File: config.mk
export PLATFORM = sky130hd
export DESIGN_NAME = apb_master_arbiter
export DESIGN_NICKNAME = d
export VERILOG_FILES = /design/src/rtl/apb_arb_pkg.sv /design/src/rtl/apb_rr_arbiter.sv /design/src/rtl/apb_master_arbiter.sv
export SDC_FILE = /design/constraint.sdc
export NUM_CORES = 1
export LEC_CHECK = 0
export CELL_PAD_IN_SITES_DETAIL_PLACEMENT = 1
export CELL_PAD_IN_SITES_GLOBAL_PLACEMENT = 2
export CORE_ASPECT_RATIO = 2
export CORE_MARGIN = 5
export CORE_UTILIZATION = 22
export DETAILED_ROUTE_END_ITERATION = 8
export PLACE_DENSITY = 0.88
export SLEW_MARGIN = 5
export SYNTH_ARGS = -nofsm -noshare
export SYNTH_HDL_FRONTEND = slang
export SYNTH_SLANG_ARGS = --single-unit
export TNS_END_PERCENT = 100
File: constraint.sdc
create_clock -name PCLK -period 3.9 [get_ports PCLK]
set_clock_uncertainty 0.1 [all_clocks]
set_input_delay 0.39 -clock PCLK [delete_from_list [all_inputs] [get_ports PCLK]]
set_output_delay 0.39 -clock PCLK [all_outputs]
set_load 0.02 [all_outputs]
File: src/rtl/apb_arb_pkg.sv
// Shared types and defaults for the APB master arbiter.
// The rotating-priority mask function is used by the round-robin selector.
package apb_arb_pkg;

    typedef enum logic [1:0] {
        IDLE = 2'd0,
        BUSY = 2'd1,
        RESP = 2'd2
    } arb_state_e;

    localparam int DEF_NUM_REQ        = 4;
    localparam int DEF_ADDR_W         = 8;
    localparam int DEF_DATA_W         = 32;
    localparam int DEF_TIMEOUT_CYCLES = 16;

    // Bit idx of the rotating mask: requesters at or above the pointer take priority.
    function automatic logic rr_mask_bit(input int idx, input int ptr);
        return (idx >= ptr);
    endfunction

endpackage

File: src/rtl/apb_rr_arbiter.sv
// Combinational round-robin selector: first request at or above ptr_i, wrapping to index 0.
// Zero latency; no backpressure, grant is valid whenever any request is set.
module apb_rr_arbiter
    import apb_arb_pkg::*;
#(
    parameter int NUM_REQ = DEF_NUM_REQ,
    localparam int IDX_W  = $clog2(NUM_REQ)
) (
    input  logic [NUM_REQ-1:0] req_i,
    input  logic [IDX_W-1:0]   ptr_i,
    output logic [NUM_REQ-1:0] gnt_o,
    output logic [IDX_W-1:0]   idx_o,
    output logic               vld_o
);

    logic [NUM_REQ-1:0] masked;
    logic [NUM_REQ-1:0] pick;
    logic               found;

    always_comb begin
        masked = '0;
        for (int i = 0; i < NUM_REQ; i++) begin
            masked[i] = req_i[i] & rr_mask_bit(i, int'(ptr_i));
        end
        // Nothing at or above the pointer: wrap and search from index 0.
        pick  = (|masked) ? masked : req_i;
        gnt_o = '0;
        idx_o = '0;
        found = 1'b0;
        for (int i = 0; i < NUM_REQ; i++) begin
            if (pick[i] && !found) begin
                found    = 1'b1;
                gnt_o[i] = 1'b1;
                idx_o    = IDX_W'(i);
            end
        end
        vld_o = |req_i;
    end

endmodule

File: src/rtl/apb_master_arbiter.sv
// Round-robin share of one APB master: accept -> BUSY (transfer held) -> RESP (1-cycle rsp pulse) -> IDLE.
// Requesters stall on req_ready outside IDLE; APB_ARB_TIMEOUT_EN adds a BUSY watchdog and timeout port.
module apb_master_arbiter
    import apb_arb_pkg::*;
#(
    parameter int NUM_REQ        = DEF_NUM_REQ,
    parameter int ADDR_W         = DEF_ADDR_W,
    parameter int DATA_W         = DEF_DATA_W,
    parameter int STRB_W         = DATA_W / 8,
`ifdef APB_ARB_TIMEOUT_EN
    parameter int TIMEOUT_CYCLES = DEF_TIMEOUT_CYCLES,
`endif
    localparam int IDX_W         = $clog2(NUM_REQ)
) (
    input  logic                      PCLK,
    input  logic                      PRESET_n,
    input  logic [NUM_REQ-1:0]        req_valid,
    input  logic [NUM_REQ-1:0]        req_write,
    input  logic [NUM_REQ*ADDR_W-1:0] req_addr,
    input  logic [NUM_REQ*DATA_W-1:0] req_wdata,
    input  logic [NUM_REQ*STRB_W-1:0] req_strb,
    output logic [NUM_REQ-1:0]        req_ready,
    output logic [NUM_REQ-1:0]        rsp_valid,
    output logic [DATA_W-1:0]         rsp_rdata,
    output logic                      rsp_error,
    output logic                      transfer,
    output logic                      write_read,
    output logic [ADDR_W-1:0]         addr_in,
    output logic [DATA_W-1:0]         wdata_in,
    output logic [STRB_W-1:0]         strb_in,
    input  logic                      transfer_done,
    input  logic                      error,
    input  logic [DATA_W-1:0]         rdata_out,
    output logic [IDX_W-1:0]          grant_id,
`ifdef APB_ARB_TIMEOUT_EN
    output logic                      timeout,
`endif
    output logic                      busy
);

    arb_state_e          state_q, state_d;
    logic [IDX_W-1:0]    ptr_q, ptr_d;
    logic [IDX_W-1:0]    grant_q, grant_d;
    logic                write_q, write_d;
    logic [ADDR_W-1:0]   addr_q, addr_d;
    logic [DATA_W-1:0]   wdata_q, wdata_d;
    logic [STRB_W-1:0]   strb_q, strb_d;
    logic [DATA_W-1:0]   rdata_q, rdata_d;
    logic                err_q, err_d;
    logic [NUM_REQ-1:0]  arb_gnt;
    logic [IDX_W-1:0]    arb_idx;
    logic                arb_vld;
`ifdef APB_ARB_TIMEOUT_EN
    localparam int CNT_W = $clog2(TIMEOUT_CYCLES + 1);
    logic [CNT_W-1:0]    cnt_q, cnt_d;
    logic                timeout_q, timeout_d;
`endif

    apb_rr_arbiter #(.NUM_REQ(NUM_REQ)) u_rr (
        .req_i (req_valid),
        .ptr_i (ptr_q),
        .gnt_o (arb_gnt),
        .idx_o (arb_idx),
        .vld_o (arb_vld)
    );

    always_comb begin
        state_d = state_q;
        ptr_d   = ptr_q;
        grant_d = grant_q;
        write_d = write_q;
        addr_d  = addr_q;
        wdata_d = wdata_q;
        strb_d  = strb_q;
        rdata_d = rdata_q;
        err_d   = err_q;
`ifdef APB_ARB_TIMEOUT_EN
        cnt_d     = cnt_q;
        timeout_d = 1'b0;
`endif
        unique case (state_q)
            IDLE: begin
                if (arb_vld) begin
                    state_d = BUSY;
                    grant_d = arb_idx;
`ifdef APB_ARB_TIMEOUT_EN
                    cnt_d   = '0;
`endif
                    for (int i = 0; i < NUM_REQ; i++) begin
                        if (arb_gnt[i]) begin
                            write_d = req_write[i];
                            addr_d  = req_addr[i*ADDR_W +: ADDR_W];
                            // Reads carry no data or strobes toward the master.
                            wdata_d = req_write[i] ? req_wdata[i*DATA_W +: DATA_W] : '0;
                            strb_d  = req_write[i] ? req_strb[i*STRB_W +: STRB_W] : '0;
                        end
                    end
                end
            end
            BUSY: begin
                if (transfer_done) begin
                    state_d = RESP;
                    rdata_d = write_q ? '0 : rdata_out;
                    err_d   = error;
                end
`ifdef APB_ARB_TIMEOUT_EN
                else if (cnt_q == CNT_W'(TIMEOUT_CYCLES - 1)) begin
                    state_d   = RESP;
                    rdata_d   = '0;
                    err_d     = 1'b1;
                    timeout_d = 1'b1;
                end else begin
                    cnt_d = cnt_q + 1'b1;
                end
`endif
            end
            RESP: begin
                state_d = IDLE;
                ptr_d   = (grant_q == IDX_W'(NUM_REQ - 1)) ? '0 : grant_q + 1'b1;
            end
            default: state_d = IDLE;
        endcase
    end

    always_ff @(posedge PCLK or negedge PRESET_n) begin
        if (!PRESET_n) begin
            state_q <= IDLE;
            ptr_q   <= '0;
            grant_q <= '0;
            write_q <= 1'b0;
            addr_q  <= '0;
            wdata_q <= '0;
            strb_q  <= '0;
            rdata_q <= '0;
            err_q   <= 1'b0;
`ifdef APB_ARB_TIMEOUT_EN
            cnt_q     <= '0;
            timeout_q <= 1'b0;
`endif
        end else begin
            state_q <= state_d;
            ptr_q   <= ptr_d;
            grant_q <= grant_d;
            write_q <= write_d;
            addr_q  <= addr_d;
            wdata_q <= wdata_d;
            strb_q  <= strb_d;
            rdata_q <= rdata_d;
            err_q   <= err_d;
`ifdef APB_ARB_TIMEOUT_EN
            cnt_q     <= cnt_d;
            timeout_q <= timeout_d;
`endif
        end
    end

    always_comb begin
        req_ready = (state_q == IDLE) ? arb_gnt : '0;
        for (int i = 0; i < NUM_REQ; i++) begin
            rsp_valid[i] = (state_q == RESP) && (grant_q == IDX_W'(i));
        end
    end

    assign transfer   = (state_q == BUSY);
    assign write_read = transfer & write_q;
    assign addr_in    = transfer ? addr_q  : '0;
    assign wdata_in   = transfer ? wdata_q : '0;
    assign strb_in    = transfer ? strb_q  : '0;
    assign rsp_rdata  = rdata_q;
    assign rsp_error  = err_q;
    assign grant_id   = grant_q;
    assign busy       = (state_q != IDLE);
`ifdef APB_ARB_TIMEOUT_EN
    assign timeout    = timeout_q;
`endif

endmodule

# After elaboration in Yosys (flattened, before gate mapping)
# Cells that the tools add are included.
[totals] ff_bits=84 input_bits=220 output_inout_bits=90 elab_cells=87
[classes] add_sub_neg=1 magnitude_cmp=3 eq_ne=7 n_mux=43 bitwise_logic=4 reduce_logical=20
[op_table] op="32-bit two-way mux" count=10
[op_table] op="4-bit two-way mux" count=10
[op_table] op="8-bit two-way mux" count=5
[op_table] op="1-bit two-way mux" count=11
[op_table] op="2-bit two-way mux" count=5
[op_table] op="4-bit OR reduction" count=2
[op_table] op="1-bit logical AND" count=7
[op_table] op="2-bit equality test (second input constant)" count=3
[op_table] op="2-bit AND reduction" count=3
[op_table] op="1-bit AND" count=4
[op_table] op="2-bit by 1-bit equality test with 1-bit output (second input constant)" count=2
[op_table] op="1-bit by 2-bit >= comparator with 1-bit output (first input constant)" count=2
[op_table] op="2-bit logical NOT" count=2
[op_table] op="2-bit one-hot mux with 2 select lines" count=1
[op_table] op="4-bit nonzero test" count=1
[op_table] op="1-bit logical NOT" count=3
[op_table] op="3-bit two-way mux" count=1
[op_table] op="3-bit AND reduction" count=1
[op_table] op="2-bit by 1-bit adder with 2-bit output (second input constant)" count=1
[op_table] op="2-bit >= comparator (first input constant)" count=1
[op_table] op="2-bit by 1-bit != test with 1-bit output (second input constant)" count=1
[op_table] op="2-bit != test (second input constant)" count=1
[op_table] op="2-bit nonzero test" count=1

# Longest topological paths before layout
# Gate-level depths: netlist (run 1).
[depth] depth_word=16 ltp_mapped=8 depth_no_buf=5

# Hierarchy
# Synthesis (run 1) repeated with hierarchy kept, for this count alone.
[unflattened] cells_unflattened=547 area_unflattened_um2=5246.3
[by_module_without_submodules] mod="apb_master_arbiter" instances=1 cells_per_inst=514 area_per_inst_um2=5018.6 seq_area_each_um2=2102.0
[by_module_without_submodules] mod="apb_rr_arbiter" instances=1 cells_per_inst=33 area_per_inst_um2=227.7 seq_area_each_um2=0.0

# Least setup slack after synthesis (run 1)
# Ideal clock, no wire load.
[synth_timing] path_kind="flip-flop to flip-flop" start="register ptr_q[1]" end="register write_q" setup_ps=129 t_arrival_ps=1648 t_required_ps=3671 path_slack_ps=2023 path_stages_with_launch=7 path_buffers=1 synth_period_minus_slack_ps=1877 cell_sequence="dfrtp_1 > buf_4 > a21oi_1 > o211a_2 > mux2_4 > a2111oi_2 > nor2_1"
[synth_between] elab_chain_len=16 word_cells_on_any_way=25 classes_between="order compare (3); mux (10); bitwise (3); reduce/logical (9)"
[synth_rtl] item="start, declared" line_no="apb_master_arbiter.sv:42" source="logic [IDX_W-1:0] ptr_q, ptr_d;"
[synth_rtl] item="start signal, assigned" line_no="apb_master_arbiter.sv:142" source="ptr_q <= ptr_d;"
[synth_rtl] item="1-bit by 2-bit >= comparator with 1-bit output or 2-bit >= comparator (tied branches)" line_no="apb_arb_pkg.sv:18" source="return (idx >= ptr);"
[synth_rtl] item="1-bit AND" line_no="apb_rr_arbiter.sv:23" source="masked[i] = req_i[i] & rr_mask_bit(i, int'(ptr_i));"
[synth_rtl] item="4-bit OR reduction" line_no="apb_rr_arbiter.sv:26" source="pick = (|masked) ? masked : req_i;"
[synth_rtl] item="3-bit two-way mux *" line_no="apb_rr_arbiter.sv:26"
[synth_rtl] item="1-bit two-way mux" line_no="apb_rr_arbiter.sv:31" source="if (pick[i] && !found) begin"
[synth_rtl] item="1-bit logical NOT" line_no="apb_rr_arbiter.sv:31"
[synth_rtl] item="1-bit logical AND" line_no="apb_rr_arbiter.sv:31"
[synth_rtl] item="1-bit two-way mux" line_no="apb_rr_arbiter.sv:31"
[synth_rtl] item="1-bit logical NOT" line_no="apb_rr_arbiter.sv:31"
[synth_rtl] item="1-bit logical AND" line_no="apb_rr_arbiter.sv:31"
[synth_rtl] item="1-bit two-way mux" line_no="apb_rr_arbiter.sv:31"
[synth_rtl] item="1-bit logical NOT" line_no="apb_rr_arbiter.sv:31"
[synth_rtl] item="1-bit logical AND" line_no="apb_rr_arbiter.sv:31"
[synth_rtl] item="1-bit two-way mux" line_no="apb_rr_arbiter.sv:31"
[synth_rtl] item="4-bit nonzero test (no line)"
[synth_rtl] item="3-bit AND reduction (no line)"
[synth_rtl] item="end signal, assigned" line_no="apb_master_arbiter.sv:144" source="write_q <= write_d;"
[synth_rtl] item="end, declared" line_no="apb_master_arbiter.sv:44" source="logic write_q, write_d;"
# Mark *: on every way between the ends. The rest lies on a longest branch, timed or not.
# A chain may end at the register's enable or synchronous reset.

# Final worst setup path (run 1)
[layout_timing] start="input req_valid[1]" end="output req_ready[3]"
[layout_between] elab_chain_len=14
[layout_rtl] item="start, declared" line_no="apb_master_arbiter.sv:17" source="input logic [NUM_REQ-1:0] req_valid,"
[layout_rtl] item="1-bit AND" line_no="apb_rr_arbiter.sv:23"
[layout_rtl] item="4-bit OR reduction" line_no="apb_rr_arbiter.sv:26"
[layout_rtl] item="3-bit two-way mux *" line_no="apb_rr_arbiter.sv:26"
[layout_rtl] item="1-bit two-way mux" line_no="apb_rr_arbiter.sv:31"
[layout_rtl] item="1-bit logical NOT" line_no="apb_rr_arbiter.sv:31"
[layout_rtl] item="1-bit logical AND" line_no="apb_rr_arbiter.sv:31"
[layout_rtl] item="1-bit two-way mux" line_no="apb_rr_arbiter.sv:31"
[layout_rtl] item="1-bit logical NOT" line_no="apb_rr_arbiter.sv:31"
[layout_rtl] item="1-bit logical AND" line_no="apb_rr_arbiter.sv:31"
[layout_rtl] item="1-bit two-way mux *" line_no="apb_rr_arbiter.sv:31"
[layout_rtl] item="1-bit logical NOT *" line_no="apb_rr_arbiter.sv:31"
[layout_rtl] item="1-bit logical AND *" line_no="apb_rr_arbiter.sv:31"
[layout_rtl] item="1-bit two-way mux *" line_no="apb_rr_arbiter.sv:31"
[layout_rtl] item="4-bit two-way mux *" line_no="apb_master_arbiter.sv:158" source="req_ready = (state_q == IDLE) ? arb_gnt : '0;"
[layout_rtl] item="end, declared" line_no="apb_master_arbiter.sv:22" source="output logic [NUM_REQ-1:0] req_ready,"
# Marked as above.

==> results of run 1 <==
-- sequential cells by signal, indices dropped and copies added, names as in the netlist --
register   count
addr_q         8
grant_id       2
ptr_q          2
rsp_error      1
rsp_rdata     32
state_q        2
strb_q         4
wdata_q       32
write_q        1
-- metal layers --
layer,part of all wire,vias to the layer above,track usage
met5,0.00035,-,0
met3,0.050,53,0.04083
met4,0.050,2,0.1061
met1,0.34,2669,0.1740
met2,0.56,203,0.3520
li1,-,2698,-
-- cell families (layout without fill, tap and decap cells) --
family,count (synthesis),count (layout),synth area share
adder cells (fa/ha/maj),4,4,0.009412
AND/OR/NAND/NOR,274,274,0.2729
other,0,6,0
buffers and inverters,58,347,0.05270
AO/OA/AOI/OAI,178,178,0.2626
multiplexers,3,3,0.007058
flip-flops,84,84,0.3953
-- power groups by stage --
| stage | logic (uW) | registers, uW | clock network (uW) |
|---|---|---|---|
| 6_report | 3530 | 1470 | 970 |
| 3_3_place_gp | 3530 | 1470 | 0 |
| 4_1_cts | 3610 | 1480 | 1010 |
| 3_5_place_dp | 3600 | 1490 | 0 |
| 5_1_grt | 3820 | 1530 | 1040 |
| 2_1_floorplan | 1910 | 1560 | 0 |
-- placed cells by master, fill, tap and decap left out, types with 2 or more instances in the layout --
cell type,n
sky130_fd_sc_hd__o221ai_1,8
sky130_fd_sc_hd__and3_1,81
sky130_fd_sc_hd__bufinv_16,2
sky130_fd_sc_hd__o21ai_1,12
sky130_fd_sc_hd__mux2_2,2
sky130_fd_sc_hd__ha_1,4
sky130_fd_sc_hd__nor2_1,45
sky130_fd_sc_hd__buf_4,17
sky130_fd_sc_hd__clkdlybuf4s50_1,308
sky130_fd_sc_hd__o211a_2,2
sky130_fd_sc_hd__o21ai_0,70
sky130_fd_sc_hd__a221oi_2,29
sky130_fd_sc_hd__nor2b_1,2
sky130_fd_sc_hd__diode_2,6
sky130_fd_sc_hd__and2_1,49
sky130_fd_sc_hd__a221oi_1,7
sky130_fd_sc_hd__a21oi_1,10
sky130_fd_sc_hd__inv_1,6
sky130_fd_sc_hd__a21oi_2,29
sky130_fd_sc_hd__dfrtp_1,84
sky130_fd_sc_hd__nand2b_1,34
sky130_fd_sc_hd__nand2_1,59
sky130_fd_sc_hd__clkbuf_16,9
-- through the flow --
stage | worst slack [ps] | util
6_report | 758.0 | 0.3790
4_1_cts | 718.3 | 0.3784
2_1_floorplan | 2023 | -
3_3_place_gp | 846.3 | 0.3648
5_1_grt | 573.8 | 0.3790
3_5_place_dp | 715.8 | 0.3648
-- worst max-delay path, stage by stage --
cell                              delay [ps]
sky130_fd_sc_hd__clkdlybuf4s50_1         550
sky130_fd_sc_hd__nor2_1                  380
sky130_fd_sc_hd__o21a_1                  180
sky130_fd_sc_hd__o21ai_1                 250
sky130_fd_sc_hd__nor2_1                  250
sky130_fd_sc_hd__clkdlybuf4s50_1         650
-- area by class of cell --
type | instances | area (sq um)
clock buffer | 10 | 239.0
inverter | 6 | 22.52
timing repair buffer | 326 | 3231
fill | 2744 | 14790
sequential | 84 | 2102
clock inverter | 5 | 85.08
antenna | 6 | 15.01
multi-input combinational | 459 | 2975
tap | 287 | 359.1
-- worst paths after layout --
kind	from	end	slack, ps	cells past startpoint
worst max-delay path	req_valid[1]	req_ready[3]	760	6
worst min-delay path	PRESET_n	rsp_rdata[26]	70	1
worst max register to register	ptr_q[0]	wdata_q[16]	1440	6
worst min register to register	rsp_rdata[0]	rsp_rdata[0]	380	2
max in group asynchronous	PRESET_n	wdata_q[11]	2760	2
min in group PCLK	rsp_rdata[0]	rsp_rdata[0]	380	2
==> impl_metrics.yaml, run 1 <==
status:
  run_status: "completed"
cts:
  cts_resized: 0
  cts_buffer_depth: 2
  clkSlewWorstSetupHoldPaths_ps: 70
  cts-buffers-inserted: 9
  clkSinkCount: 84
  cts_root_buf: "sky130_fd_sc_hd__clkbuf_16"
  tritoncts: "yes"
  post-cts-setup-buffers: 0
  depth_of_the_cts_h_tree: 3
  clock_insertion_delay_worst_skew_ps: 360
  cts_hold_repair.buffers: 0
grt:
  via_count_of_the_first_global_routing_pass: 6374
  grt_start_max_net_pins: 73
  grt_pass1_wl_um: 37960
  grt_remaining_overflow: 0
  grt_use_total: 0.1835
  initial_antenna_violation_count: 7
timing:
  hold_viol: 0
  layout_worst_path_cycle_share: 0.8056
  finalHoldWorstSlack_ps: 65.20
  fmaxAchievable_mhz: 318.3
  final.min_clock_period_ps: 3142
  rsz_0062_raised_after_global_routing: "no"
  setup_tns_ps: 0
  final-setup-viol-count: 0
  slew_headroom: 0.3097
  maxSlewViolCount: 0
  tightestPinTransition_ps: 1035
synth:
  avgSynthCellArea_sq_um: 8.848
  synth_top_cell_area_share: 0.3953
  synth_cell_types: 34
  synth_ff_type: "sky130_fd_sc_hd__dfrtp_1"
  syn_area_sq_um: 5318
  yosys.area.top_type: "sky130_fd_sc_hd__dfrtp_1"
  synth-seq-area-share: 0.3953
  synth_cells: 601
  synth_nets: 825
  async_flop_share: 1.000
  yosys_warnings: 0
  synth.ff_latch_count: 84
  synth.most_common_cell: "sky130_fd_sc_hd__dfrtp_1"
  ys_top_cells_by_count: "sky130_fd_sc_hd__dfrtp_1, sky130_fd_sc_hd__and3_1, sky130_fd_sc_hd__o21ai_0"
  synthTopCellsByArea: "sky130_fd_sc_hd__dfrtp_1, sky130_fd_sc_hd__and3_1, sky130_fd_sc_hd__a221oi_2, sky130_fd_sc_hd__o21ai_0, sky130_fd_sc_hd__and2_1"
  synth_edf_count: 0
detailed_routing:
  detail_route.wl_per_cell_um: 21.56
  dr.pass1.iters: 4
  drc: 0
  dr_total_vias: 5625
  routed_via_density: 4.755
  drt-total-wl_um: 25500
  first_iter_violations: 173
  drt.antenna.violating_nets: 0
power:
  switching_share: 0.4269
  report.power.total_uw: 5966
  power_density_relative_to_cell_area_nw_per_um2: 660.8
  share_seq_of_total_power: 0.246
  comb_power_share: 0.591
  power.static_leakage_uw: 0.003784
  worst_supply_voltage_drop_on_vdd_mv: 0.2166
  clock_power_share: 0.163
  netSwitchingPower_uw: 2547
  internal_power_uw: 3419
setup_path:
  timing.critical_path.to_type: "output port"
  critPathKind: "in2out"
  crit_path_launch_type: "primary input"
  data_required_time_of_the_critical_path_ps: 3410
  largest_fanout_on_the_critical_path: 9
  worst_ep_arrival_time_ps: 2650
die:
  die_height_um: 229.9
  floorplan.rows: 80
  floorplan.core_area_sq_um: 23820
  top_level_port_count: 310
  chipWidth_um: 119.9
  dieArea_sq_um: 27570
  initial_core_util: 0.2232
placement:
  buffer_ports.inserted: 309
  placed_instance_area_sq_um: 8690
  dpl.cell_count: 1162
  finalWeightedCongestion: 0.8533
  hpwl_after_detailed_placement_um: 19890
finish:
  drive_gt1_frac: 0.1169
  layout-area-overhead-vs-synth_pct: 69.79
  finalNonFillerCells: 1183
  postLayoutCellArea_sq_um: 9029
  final_nets: 1110
flow_run:
  cap_viol_max_count: 0
worst_hold_path:
  hold_path.class: "in2async"
(Power assumes the default switching activity.)
==> run 2, diff against run 1 <==
Settings changed: CORE_UTILIZATION 22 to 19, PLACE_DENSITY 0.88 to 0.81.
Clock period 3.9 ns to 2.6 ns, I/O delays scaled along.
==> impl_metrics.yaml, run 2 (synthesis results as in run 1) <==
setup_path:
  crit_start: "req_valid[1]"
  critPathKind: "in2out"
  reg2reg_depth: 6
  cp_slowest_cell: "sky130_fd_sc_hd__clkdlybuf4s50_1"
  critical_path.n_buffers_inverters: 3
  crit_family: "buffers and inverters"
  cell_count_along_the_critical_path: 7
  cp_slowest_stage_delay_ps: 640
  critical_path.cell_chain: "clkdlybuf4s50_1 > buf_4 > nor2_1 > o21a_1 > o21ai_1 > nor2_1 > clkdlybuf4s50_1"
  largest_fanout_on_the_critical_path: 5
  worst_ep_arrival_time_ps: 2150
  critical_path.reg2reg.endpoint: "wdata_q[30]"
  crit_path_launch_type: "primary input"
  timing.critical_path.to_type: "output port"
  worst_setup_path_endpoint: "req_ready[3]"
  crit-reg2reg-launch: "ptr_q[1]"
  rrSetupSlack_ps: 520
  data_required_time_of_the_critical_path_ps: 2240
placement:
  buffer_ports.inserted: 309
  placed_instance_area_sq_um: 8974
  finalWeightedCongestion: 0.8512
  hpwl_after_detailed_placement_um: 20450
  dp_worst_setup_slack_ps: 55.17
timing:
  tightestPinTransition_ps: 589.8
  rsz_0062_raised_after_global_routing: "no"
  final.min_clock_period_ps: 2513
  hold_viol: 0
  slew_headroom: 0.6053
  layout_worst_path_cycle_share: 0.9666
  fmaxAchievable_mhz: 397.9
  final-setup-viol-count: 0
  maxSlewViolCount: 0
  finalWorstSetupSlack_ps: 86.96
  setup_tns_ps: 0
detailed_routing:
  first_iter_violations: 155
  drt.antenna.violating_nets: 0
  detail_route.wl_per_cell_um: 21.01
  dr.pass1.iters: 4
  routed_via_density: 4.522
  drt-total-wl_um: 26490
  dr_total_vias: 5702
  drc: 0
cts:
  depth_of_the_cts_h_tree: 3
  cts-buffers-inserted: 9
  clkSinkCount: 84
  post-cts-setup-buffers: 0
  clock_insertion_delay_worst_skew_ps: 360
  tritoncts: "yes"
  cts_buffer_depth: 2
  clkSlewWorstSetupHoldPaths_ps: 60
  cts_root_buf: "sky130_fd_sc_hd__clkbuf_16"
finish:
  drive_gt1_frac: 0.1285
  layout-area-overhead-vs-synth_pct: 75.95
  layout.cells.most_common_list: "sky130_fd_sc_hd__clkdlybuf4s50_1, sky130_fd_sc_hd__dfrtp_1, sky130_fd_sc_hd__and3_1"
  post-route-util: 0.3383
  postLayoutCellArea_sq_um: 9356
  mostFrequentLayoutCell: "sky130_fd_sc_hd__clkdlybuf4s50_1"
  final_nets: 1123
  final-seq-area_sq_um: 2103
  nFillCells: 3181
  multi_input_area_sq_um: 2975
power:
  comb_power_share: 0.593
  switching_share: 0.4165
  worst_supply_voltage_drop_on_vdd_mv: 0.4201
  netSwitchingPower_uw: 3910
  share_seq_of_total_power: 0.235
  clock_power_share: 0.172
  power.static_leakage_uw: 0.003922
  internal_power_uw: 5479
  power_density_relative_to_cell_area_nw_per_um2: 1003
die:
  top_level_port_count: 310
  floorplan.rows: 86
  die_height_um: 246.6
  dieArea_sq_um: 31640
  floorplan.core_area_sq_um: 27650
  chipWidth_um: 128.3
  initial_core_util: 0.1923
status:
  run_status: "completed"
grt:
  grt_start_max_net_pins: 85
  grt_use_total: 0.1645
  via_count_of_the_first_global_routing_pass: 6272
  grt_pass1_wl_um: 38400
  grt_remaining_overflow: 0
  initial_antenna_violation_count: 8
flow_run:
  cap_viol_max_count: 0
worst_hold_path:
  hold_path.class: "in2reg"
  min_path_cells: 3
[run 2: tightest hold or removal path: cells and delay by family]
kind	cells	cell delay (ps)
AND/OR/NAND/NOR	1	60
AO/OA/AOI/OAI	1	60
buffers and inverters	1	390
[run 2: layer usage]
| layer | GRT usage | share of wire | vias to the layer above | wire, um |
|---|---|---|---|---|
| met3 | 0.03884 | 0.054 | 44 | 1425 |
| li1 | - | - | 2724 | - |
| met4 | 0.09281 | 0.040 | 4 | 1065 |
| met1 | 0.1630 | 0.35 | 2734 | 9255 |
| met5 | 0 | 0.0013 | - | 34 |
| met2 | 0.3060 | 0.56 | 196 | 14710 |
[run 2: per-stage QoR]
stage | hold WS [ps] | power, uW | cells
after floorplan | -135.6 | 5209 | 601
after global placement | 256.6 | 7811 | 1239
after detailed placement | 256.3 | 7932 | 1239
after CTS | 331.3 | 9626 | 1255
after global routing | 351.7 | 10050 | 1261
final | 362.1 | 9389 | 1261
[run 2: timing repair]
action,in CTS,in global routing
endpoints found under the setup margin,1,1
hold buffers,1,0
pin swaps,0,0
resized for setup,1,1
endpoints found under the hold margin,84,0
cloned,0,0
[run 2: power groups by stage]
stage	clock, uW	combinational, uW	sequential, uW
4_1_cts	1700	5710	2210
6_report	1610	5570	2200
3_3_place_gp	0	5610	2200
5_1_grt	1720	6050	2280
2_1_floorplan	0	2870	2340
3_5_place_dp	0	5690	2240
[run 2: worst min-delay path by stage]
stage,from,to
after floorplan,PRESET_n,addr_q[0]
after global placement,PRESET_n,rsp_rdata[24]
after detailed placement,PRESET_n,rsp_rdata[24]
after CTS,rdata_out[25],rsp_rdata[25]
after global routing,rdata_out[28],rsp_rdata[28]
final,rdata_out[29],rsp_rdata[29]
[run 2: cell type report]
type                            instances  area share
Timing Repair Buffer                  339      0.3683
Clock buffer                           10     0.02447
Sequential cell                        84      0.2248
Antenna cell                            6    0.001605
Tap cell                              352     0.04707
Inverter                                6    0.002407
Clock inverter                          5     0.01337
Multi-Input combinational cell        459      0.3180
